--- src/rtl/kat_adc3wire_rx.sv ---
// KAT ADC 3-wire configuration receiver: oversampled serial decode into a 16x16 register file.
// Optional saturating rejected-frame counter enabled by KAT_ADC3WIRE_ERRCNT_EN.
module kat_adc3wire_rx #(
  parameter int          SYNC_STAGES = 2,
  parameter int          FRAME_BITS  = 32,
  parameter logic [11:0] HEADER      = 12'h001
) (
  input  logic        wb_clk_i,
  input  logic        wb_rst_n_i,
  input  logic        adc3wire_clk_i,
  input  logic        adc3wire_data_i,
  input  logic        adc3wire_strobe_i,
  output logic        cfg_wr_o,
  output logic [3:0]  cfg_addr_o,
  output logic [15:0] cfg_data_o,
  output logic        frame_err_o,
  output logic        busy_o,
  input  logic [3:0]  rd_addr_i,
  output logic [15:0] rd_data_o,
  output logic [7:0]  err_count_o
);

  typedef enum logic [1:0] {S_WAIT_IDLE, S_IDLE, S_SHIFT, S_CHECK} state_t;

  logic [SYNC_STAGES-1:0] r_clk_sync, r_dat_sync, r_stb_sync, r_flush;
  logic                   r_clk_prev;
  logic                   w_sclk, w_sdat, w_strobe, w_sclk_rise, w_flushed;
  state_t                 r_state, w_state_nxt;
  logic                   w_clr, w_shift_en, w_frame_ok, w_commit, w_reject;
  logic [31:0]            r_shift;
  logic [5:0]             r_bit_cnt;
  logic [15:0]            r_regs [16];
  logic [3:0]             r_cfg_addr;
  logic [15:0]            r_cfg_data, r_rd_data;
  logic                   r_busy;

  assign w_sclk      = r_clk_sync[SYNC_STAGES-1];
  assign w_sdat      = r_dat_sync[SYNC_STAGES-1];
  assign w_strobe    = r_stb_sync[SYNC_STAGES-1];
  assign w_sclk_rise = w_sclk & ~r_clk_prev;
  // Synchronizer outputs hold reset values until the chain has refilled from the pins.
  assign w_flushed   = r_flush[SYNC_STAGES-1];

  always_ff @(posedge wb_clk_i or negedge wb_rst_n_i) begin
    if (!wb_rst_n_i) begin
      r_clk_sync <= '0;
      r_dat_sync <= '0;
      r_stb_sync <= '1;
      r_flush    <= '0;
      r_clk_prev <= 1'b0;
    end else begin
      r_clk_sync <= {r_clk_sync[SYNC_STAGES-2:0], adc3wire_clk_i};
      r_dat_sync <= {r_dat_sync[SYNC_STAGES-2:0], adc3wire_data_i};
      r_stb_sync <= {r_stb_sync[SYNC_STAGES-2:0], adc3wire_strobe_i};
      r_flush    <= {r_flush[SYNC_STAGES-2:0], 1'b1};
      r_clk_prev <= w_sclk;
    end
  end

  always_ff @(posedge wb_clk_i or negedge wb_rst_n_i) begin
    if (!wb_rst_n_i) begin
      r_state <= S_WAIT_IDLE;
      r_busy  <= 1'b0;
    end else begin
      r_state <= w_state_nxt;
      r_busy  <= (w_state_nxt != S_IDLE);
    end
  end

  always_comb begin
    w_state_nxt = r_state;
    w_clr       = 1'b0;
    w_shift_en  = 1'b0;
    case (r_state)
      S_WAIT_IDLE: if (w_flushed && w_strobe) w_state_nxt = S_IDLE;
      S_IDLE: begin
        if (!w_strobe) begin
          w_clr       = 1'b1;
          w_state_nxt = S_SHIFT;
        end
      end
      // Strobe rise has priority over a coincident clock edge.
      S_SHIFT: begin
        if (w_strobe)         w_state_nxt = S_CHECK;
        else if (w_sclk_rise) w_shift_en  = 1'b1;
      end
      S_CHECK: w_state_nxt = S_IDLE;
      default: w_state_nxt = S_WAIT_IDLE;
    endcase
  end

  assign w_frame_ok = (r_bit_cnt == 6'(FRAME_BITS)) && (r_shift[31:20] == HEADER);
  assign w_commit   = (r_state == S_CHECK) && w_frame_ok;
  assign w_reject   = (r_state == S_CHECK) && !w_frame_ok;

  always_ff @(posedge wb_clk_i or negedge wb_rst_n_i) begin
    if (!wb_rst_n_i) begin
      r_shift   <= '0;
      r_bit_cnt <= '0;
    end else if (w_clr) begin
      r_shift   <= '0;
      r_bit_cnt <= '0;
    end else if (w_shift_en) begin
      r_shift <= {r_shift[30:0], w_sdat};
      // Saturate so an oversized frame can never alias to a legal count.
      if (r_bit_cnt != 6'h3F) r_bit_cnt <= r_bit_cnt + 6'd1;
    end
  end

  always_ff @(posedge wb_clk_i or negedge wb_rst_n_i) begin
    if (!wb_rst_n_i) begin
      for (int i = 0; i < 16; i++) r_regs[i] <= '0;
      r_cfg_addr <= '0;
      r_cfg_data <= '0;
      r_rd_data  <= '0;
    end else begin
      r_rd_data <= r_regs[rd_addr_i];
      if (w_commit) begin
        r_regs[r_shift[19:16]] <= r_shift[15:0];
        r_cfg_addr             <= r_shift[19:16];
        r_cfg_data             <= r_shift[15:0];
      end
    end
  end

`ifdef KAT_ADC3WIRE_ERRCNT_EN
  logic [7:0] r_err_cnt;
  always_ff @(posedge wb_clk_i or negedge wb_rst_n_i) begin
    if (!wb_rst_n_i)                     r_err_cnt <= '0;
    else if (w_reject && r_err_cnt != 8'hFF) r_err_cnt <= r_err_cnt + 8'd1;
  end
  assign err_count_o = r_err_cnt;
`else
  assign err_count_o = 8'h00;
`endif

  assign cfg_wr_o    = w_commit;
  assign frame_err_o = w_reject;
  assign cfg_addr_o  = r_cfg_addr;
  assign cfg_data_o  = r_cfg_data;
  assign busy_o      = r_busy;
  assign rd_data_o   = r_rd_data;

endmodule

--- config.mk ---
export PLATFORM = sky130hd
export DESIGN_NAME = kat_adc3wire_rx
export DESIGN_NICKNAME = d
export VERILOG_FILES = /design/src/rtl/kat_adc3wire_rx.sv
export SDC_FILE = /design/constraint.sdc
export NUM_CORES = 1
export LEC_CHECK = 0
export ABC_CLOCK_PERIOD_IN_PS = 2450
export BUFFER_PORTS_ARGS = -buffer_cell sky130_fd_sc_hd__clkbuf_2
export CAP_MARGIN = 15
export CORE_ASPECT_RATIO = 2
export CORE_MARGIN = 4
export CORE_UTILIZATION = 45
export CTS_CLUSTER_DIAMETER = 50
export DETAILED_ROUTE_END_ITERATION = 8
export SYNTH_ARGS = -nofsm -noshare
export SYNTH_HDL_FRONTEND = slang
export SYNTH_SLANG_ARGS = --single-unit
--- constraint.sdc ---
create_clock -name wb_clk_i -period 2.45 [get_ports wb_clk_i]
set_clock_uncertainty 0.05 [all_clocks]
set_input_delay 0.245 -clock wb_clk_i [delete_from_list [all_inputs] [get_ports wb_clk_i]]
set_output_delay 0.245 -clock wb_clk_i [all_outputs]
set_load 0.03 [all_outputs]
==> flow_metrics.py, run 1 <==
metrics = {
    "final_layout": {
        "final_cells": 1550,
        "n_antenna_cell": 0,
        "final_nets": 1106,
        "area_growth_syn_to_layout_pct": 17.2,
        "fin_area_um2": 17600,
        "area.sequential_um2": 8560,
        "fillCellCount": 2781,
        "drive_above_1_share_pct": 48.7,
        "multi_input_area_um2": 6200,
    },
    "routing": {
        "drtIter0Drc": 473,
        "vias": 8719,
        "drc_errors": 0,
        "drt-total-wl_um": 36000,
        "avgViaCountPerCell": 5.63,
        "first_pass_iters": 4,
        "ant_nets": 0,
        "wire_per_inst_um": 23.2,
    },
    "pwr": {
        "vdd_ir_drop_max_mv": 0.519,
        "power_density_nw_per_um2": 627,
        "total_power_w": 0.0111,
        "p_leak_nw": 8.46,
    },
    "setup_path": {
        "critPathBufInv": 4,
        "end_kind": "flop",
        "slowest_delay_ns": 0.54,
        "cpMostUsedCell": "buf_6",
        "required_ns": 2.84,
        "r2r_setup_slack_ns": -0.13,
        "arrival_ns": 2.97,
        "r2r_start": "r_shift[29]",
        "crit_fanout": 8,
        "r2r_cells": 8,
        "critPathLaunch": "r_shift[29]",
        "critPathKind": "flop to flop",
        "cp_cell_sequence": "or4_4 -> buf_6 -> or4_4 -> buf_6 -> nor3_4 -> buf_6 -> buf_12 -> mux2_4",
        "regToRegEndpoint": "r_regs[18]",
        "cp_slowest_cell": "or4_4",
        "cp_top_family": "simple AND/OR/NAND/NOR gates",
        "critPathLaunchType": "flop",
    },
    "clocking": {
        "clockRootBuffer": "clkbuf_16",
        "cts_tree": "done",
        "cts_max_level": 1,
        "clock_sinks": 342,
        "clkSlewWorstSetupHoldPaths_ns": 0.07,
        "cts_max_path_buffers": 3,
        "clk_latency_ns": 0.56,
        "cts_inserted_buffers": 30,
    },
    "timing": {
        "finalMaxSlewViolations": 0,
        "fmax_mhz": 388,
        "rsz0062_at_grt": "true",
        "setup_ws_ns": -0.126,
        "fin_tns_setup_ns": -7.08,
        "finalSetupViolations": 99,
        "worstMarginPinSlew_ns": 1.14,
        "slew_headroom_pct": 23.4,
        "hold_viol_final": 0,
        "fin_crit_sh_pct": 105,
        "period_minus_slack_ns": 2.58,
    },
    "die": {
        "std_cell_rows": 94,
        "die_x_um": 137,
        "die_h_um": 267,
        "num_io_pins": 56,
        "dieArea_um2": 36600,
        "core-area_um2": 32900,
        "start_util_pct": 45.7,
    },
    "run_status": {
        "violations": "setup timing",
        "outcome": "finished, violations left",
    },
    "global_route": {
        "grt_pass1_wl_um": 56700,
        "grt_use_total_pct": 20.6,
        "grt_antenna_before_repair": 0,
        "grt_max_degree": 67,
        "overflow": 0,
        "grt_pass1_vias": 9630,
    },
    "place": {
        "place_ws_ns": -0.122,
        "placed_cells": 1479,
        "placed_area_um2": 16200,
        "gp_congestion": 0.808,
        "port_buffers": 47,
        "hpwl_um": 22400,
    },
    "logic_synthesis": {
        "synth.most_common_cell": "dfrtp_1",
        "yosysTopAreaCellShare_pct": 56.6,
        "synth_common_cells": "dfrtp_1, mux2_2, nand2_1, mux4_2, clkbuf_1",
        "synthTopCellsByArea": "dfrtp_1, mux2_2, mux4_2",
        "yosysWarningCount": 0,
        "synth_largest_area_cell": "dfrtp_1",
        "ys_types": 44,
        "synthFlopType": "dfrtp_1",
        "seq_area_frac_synth_pct": 56.9,
        "ys_async_sr_fraction_pct": 100,
        "synthCells": 1020,
        "avgSynthCellArea_um2": 14.7,
        "syn_area_um2": 15000,
        "synth-edff-count": 0,
        "synth-seq-cells": 342,
    },
    "job": {
        "maxCapViolations": 0,
    },
    "hold_path": {
        "hp-class": "input pin to asynchronous set/reset pin",
    },
}
[per-layer routing]
metal	vias to the layer above	GRT usage, %	wire length, µm
li1	3830	-	-
met1	4660	24.9	13900
met2	162	36.7	19300
met3	67	2.51	1180
met4	0	8.42	1600
met5	-	0	0
[where the power goes]
group / internal [W] / switching [W]
Combinational: 0.000198 / 0.000445
Clock: 0.00261 / 0.00208
Sequential: 0.00568 / 0.0000438
[sequential cells by signal, indices dropped and copies added, names as in the netlist]
| name | flops |
|---|---|
| r_bit_cnt | 6 |
| r_shift | 32 |
| cfg_data_o | 16 |
| r_clk_sync | 2 |
| r_stb_sync | 2 |
| r_state | 2 |
| r_flush | 2 |
| r_dat_sync | 2 |
| r_clk_prev | 1 |
| cfg_addr_o | 4 |
| busy_o | 1 |
| rd_data_o | 16 |
| r_regs | 256 |
[cell usage in the layout, fill, tap and decap left out, types with 3 or more instances in the layout]
cell type and count:
nor2b_2 3, clkinv_2 6, mux4_2 64, inv_1 7, clkbuf_2 43, mux2_4 53, and2_1 3, dfrtp_1 340
dlygate4sd3_1 4, buf_6 6, o21ai_0 4, conb_1 9, nor4_1 3, nor3_4 4, clkbuf_1 10, nand3_1 5
nor4_4 5, nand2_1 87, buf_12 25, a21oi_1 35, mux2_2 223, clkbuf_8 6, clkbuf_16 33, nand4b_1 3
nor2_1 6, nand4_1 8, a22oi_1 32, buf_4 52, nor3_1 5, or4_4 4
[layout make-up]
class	instances	share of cell area, %
clock buffer	47	5.08
clock inverter	8	0.383
inverter	7	0.149
multi-input combinational	578	35.2
sequential	342	48.6
tap	432	3.07
timing repair buffer	136	7.60
[worst max path at each step]
stage                              to  slack (ns)  cells past startpoint
after floorplan           r_regs[101]       -0.26                      7
after global placement    r_regs[101]       -0.14                      5
after detailed placement  r_regs[102]       -0.12                      5
after CTS                    cfg_wr_o       -0.17                      5
after global routing         cfg_wr_o       -0.16                      5
final                      r_regs[18]       -0.13                      8
[metrics by stage]
step | hold slack, ns | util, %
2_1_floorplan | -0.101 | -
3_3_place_gp | 0.185 | 49.3
3_5_place_dp | 0.192 | 49.3
4_1_cts | 0.175 | 53.2
5_1_grt | 0.216 | 53.5
6_report | 0.159 | 53.5
[cells by family after synthesis]
kind of cell | Yosys count | share of synthesized area (%)
buf+inv | 107 | 4.11
simple gates | 154 | 5.23
other cells | 2 | 0.0499
compound gates | 72 | 2.95
fa+ha+maj | 2 | 0.166
mux | 341 | 30.6
flops | 342 | 56.9
[what timing repair did]
action,CTS,global route
pin swaps,2,3
resized for setup,47,16
cloned,2,1
hold buffers,4,0
endpoints found under the setup margin,129,169
buffers inserted,5,4
hold endpoints to repair,61,0
Note: power is estimated with default switching activity, not from simulation.
==> run 2: changes to the inputs <==
--- a/config.mk
+++ b/config.mk
@@ -7,2 +7,3 @@
 export LEC_CHECK = 0
+export ABC_AREA = 1
 export ABC_CLOCK_PERIOD_IN_PS = 2450
==> constraint.sdc (replaced) <==
create_clock -name wb_clk_i -period 2.45 [get_ports wb_clk_i]
set_clock_uncertainty 0.05 [all_clocks]
set_input_delay 0.3675 -clock wb_clk_i [delete_from_list [all_inputs] [get_ports wb_clk_i]]
set_output_delay 0.3675 -clock wb_clk_i [all_outputs]
set_load 0.03 [all_outputs]
==> run 2 against run 1 <==
- the flow now finishes without violations
- global-route usage rose by 3.2 points
- sequential cell count is the same
- maximum frequency up 10%
- via count up 69%
- final area grew 6.9%
- clock power increased by 15%
- critical path depth shrank 3
- combinational power rose to 2.7 times the previous value
- non-clock buffer count decreased by 10
- clock-buffer cell count is 3 higher
- synthesized cell count up 100%
- worst setup slack better by 0.24 ns
==> flow_metrics.py, run 2 <==
metrics = {
    "timing": {
        "fin_hold_ws_ns": 0.298,
        "rsz0062_at_grt": "false",
        "worstMarginPinSlew_ns": 0.958,
        "fmax_mhz": 428,
        "fin_crit_sh_pct": 95.4,
        "hold_viol_final": 0,
        "finalMaxSlewViolations": 0,
        "finalSetupViolations": 0,
        "slew_headroom_pct": 36.1,
        "period_minus_slack_ns": 2.34,
    },
    "logic_synthesis": {
        "synth-edff-count": 0,
        "synthTopCellsByArea": "dfrtp_1, nand2_1, nand4_1",
        "syn_area_um2": 17000,
        "avgSynthCellArea_um2": 8.21,
        "yosysWarningCount": 0,
        "synth_common_cells": "nand2_1, dfrtp_1, nand4_1, inv_1, nand3_1",
        "yosysTopAreaCellShare_pct": 50.2,
        "synthCells": 2066,
        "synth_largest_area_cell": "dfrtp_1",
        "synth.most_common_cell": "nand2_1",
        "seq_area_frac_synth_pct": 50.5,
        "synthFlopType": "dfrtp_1",
        "ys_async_sr_fraction_pct": 100,
        "ys_types": 30,
        "synth-seq-cells": 342,
    },
    "place": {
        "port_buffers": 47,
        "hpwl_um": 32100,
        "gp_congestion": 0.832,
    },
    "routing": {
        "wire_per_inst_um": 19.5,
        "vias": 14700,
        "ant_nets": 0,
        "first_pass_iters": 5,
        "avgViaCountPerCell": 5.83,
        "drt-total-wl_um": 49100,
        "drtIter0Drc": 1186,
        "drc_errors": 0,
    },
    "pwr": {
        "total_power_w": 0.0129,
        "p_leak_nw": 9.35,
        "vdd_ir_drop_max_mv": 0.632,
        "power_density_nw_per_um2": 684,
    },
    "setup_path": {
        "cp_cell_sequence": "inv_1 -> ha_1 -> nand2_2 -> nor4_4 -> clkbuf_2",
        "crit_fanout": 4,
        "required_ns": 2.03,
        "cp_top_family": "simple AND/OR/NAND/NOR gates",
        "critPathKind": "flop to primary output",
        "critPathBufInv": 2,
        "end_kind": "primary output",
        "cp_slowest_cell": "dfrtp_1",
        "arrival_ns": 1.92,
        "slowest_delay_ns": 0.41,
        "critPathLaunchType": "flop",
    },
    "final_layout": {
        "drive_above_1_share_pct": 9.98,
        "final_cell_mix": "nand2_1, dfrtp_1, nand4_1",
        "largest-register": "r_regs",
        "final_common_cell": "nand2_1",
        "n_antenna_cell": 0,
        "reg_top3": "r_regs (256), r_shift (32)",
        "area_growth_syn_to_layout_pct": 11.1,
        "largest_reg_flops": 256,
        "final_nets": 2051,
        "final_core_util_pct": 50.5,
    },
    "clocking": {
        "cts_max_path_buffers": 3,
        "clockRootBuffer": "clkbuf_16",
        "clkSlewWorstSetupHoldPaths_ns": 0.06,
        "clock_sinks": 342,
        "cts_tree": "done",
        "cts_inserted_buffers": 35,
        "clk_latency_ns": 0.52,
        "cts_max_level": 2,
        "post_cts_buffers": 0,
    },
    "job": {
        "maxCapViolations": 0,
    },
    "global_route": {
        "grt_pass1_wl_um": 79700,
        "grt_max_degree": 63,
        "grt_antenna_before_repair": 0,
        "overflow": 0,
        "grt_pass1_vias": 14500,
        "grt_use_total_pct": 23.8,
    },
    "die": {
        "die_h_um": 283,
        "dieArea_um2": 41100,
        "die_x_um": 145,
        "std_cell_rows": 100,
        "start_util_pct": 45.5,
        "num_io_pins": 56,
        "core-area_um2": 37300,
    },
    "hold_path": {
        "hp-class": "flop to flop",
    },
    "run_status": {
        "outcome": "complete, no violations",
    },
}
run 2: cell types whose count changed after synthesis, sizes merged, moves of 64 or more:
cell / before / now
nand2: 87 / 649
nand4: 8 / 273
inv: 7 / 171
o21ai: 4 / 119
nand3: 6 / 142
mux2: 276 / 0
mux4: 64 / 0
buf: 46 / 116
run 2: final timing paths:
path	to	from	cells past startpoint	slack, ns
setup / recovery	cfg_wr_o	r_bit_cnt[0]	5	0.11
hold / removal	r_flush[1]	r_flush[0]	0	0.30
setup reg to reg	r_regs[183]	r_bit_cnt[0]	8	0.33
hold reg to reg	r_flush[1]	r_flush[0]	0	0.30
max in group asynchronous	r_regs[8]	wb_rst_n_i	3	1.24
min in group asynchronous	r_regs[160]	wb_rst_n_i	2	0.34
run 2: final cells by class:
type                       count  area, µm²
multi-input combinational   1363       6720
sequential                   342       8560
timing repair inverter         1       8.76
timing repair buffer         126       1170
tap                          459        574
clock inverter                11        118
clock buffer                  50       1020
inverter                     171        668
fill                        3590      18400
run 2: logic make-up after synthesis:
group           share of synthesized area, %
compound gates                          8.27
xor+xnor                               0.155
fa+ha+maj                              0.147
buf+inv                                 10.2
flops                                   50.5
other cells                           0.0443
simple gates                            30.7
run 2: layer usage:
metal	vias to the layer above	GRT usage, %	routed length, µm
li1	6853	-	-
met1	7193	28.4	18900
met2	536	44.1	26100
met3	122	2.31	2210
met4	0	9.19	1790
met5	-	0	0
run 2: power by group:
part / switching, W / total, W / leakage [nW] / internal [W]
Clock: 0.00226 / 0.00539 / 0.558 / 0.00313
Sequential: 0.0000628 / 0.00577 / 4.73 / 0.00571
Combinational: 0.00127 / 0.00171 / 4.07 / 0.000439
Total: 0.00360 / 0.0129 / 9.35 / 0.00928
run 2: metrics by stage:
| stage | setup slack (ns) | std cells | TNS [ns] | area [µm²] |
|---|---|---|---|---|
| 2_1_floorplan | 0.303 | 2073 | 0 | 17000 |
| 3_5_place_dp | 0.397 | 2457 | 0 | 17600 |
| 4_1_cts | -0.00585 | 2522 | -0.00585 | 18800 |
| 3_3_place_gp | 0.360 | 2457 | 0 | 17600 |
| 6_report | 0.112 | 2523 | 0 | 18800 |
| 5_1_grt | 0.0102 | 2523 | 0 | 18800 |
run 2: repair_timing:
item                                    4_1_cts  5_1_grt
cloned                                        0        1
hold buffers                                  4        0
resized for setup                             4        2
endpoints found under the setup margin        2        1
endpoints found under the hold margin        51        0
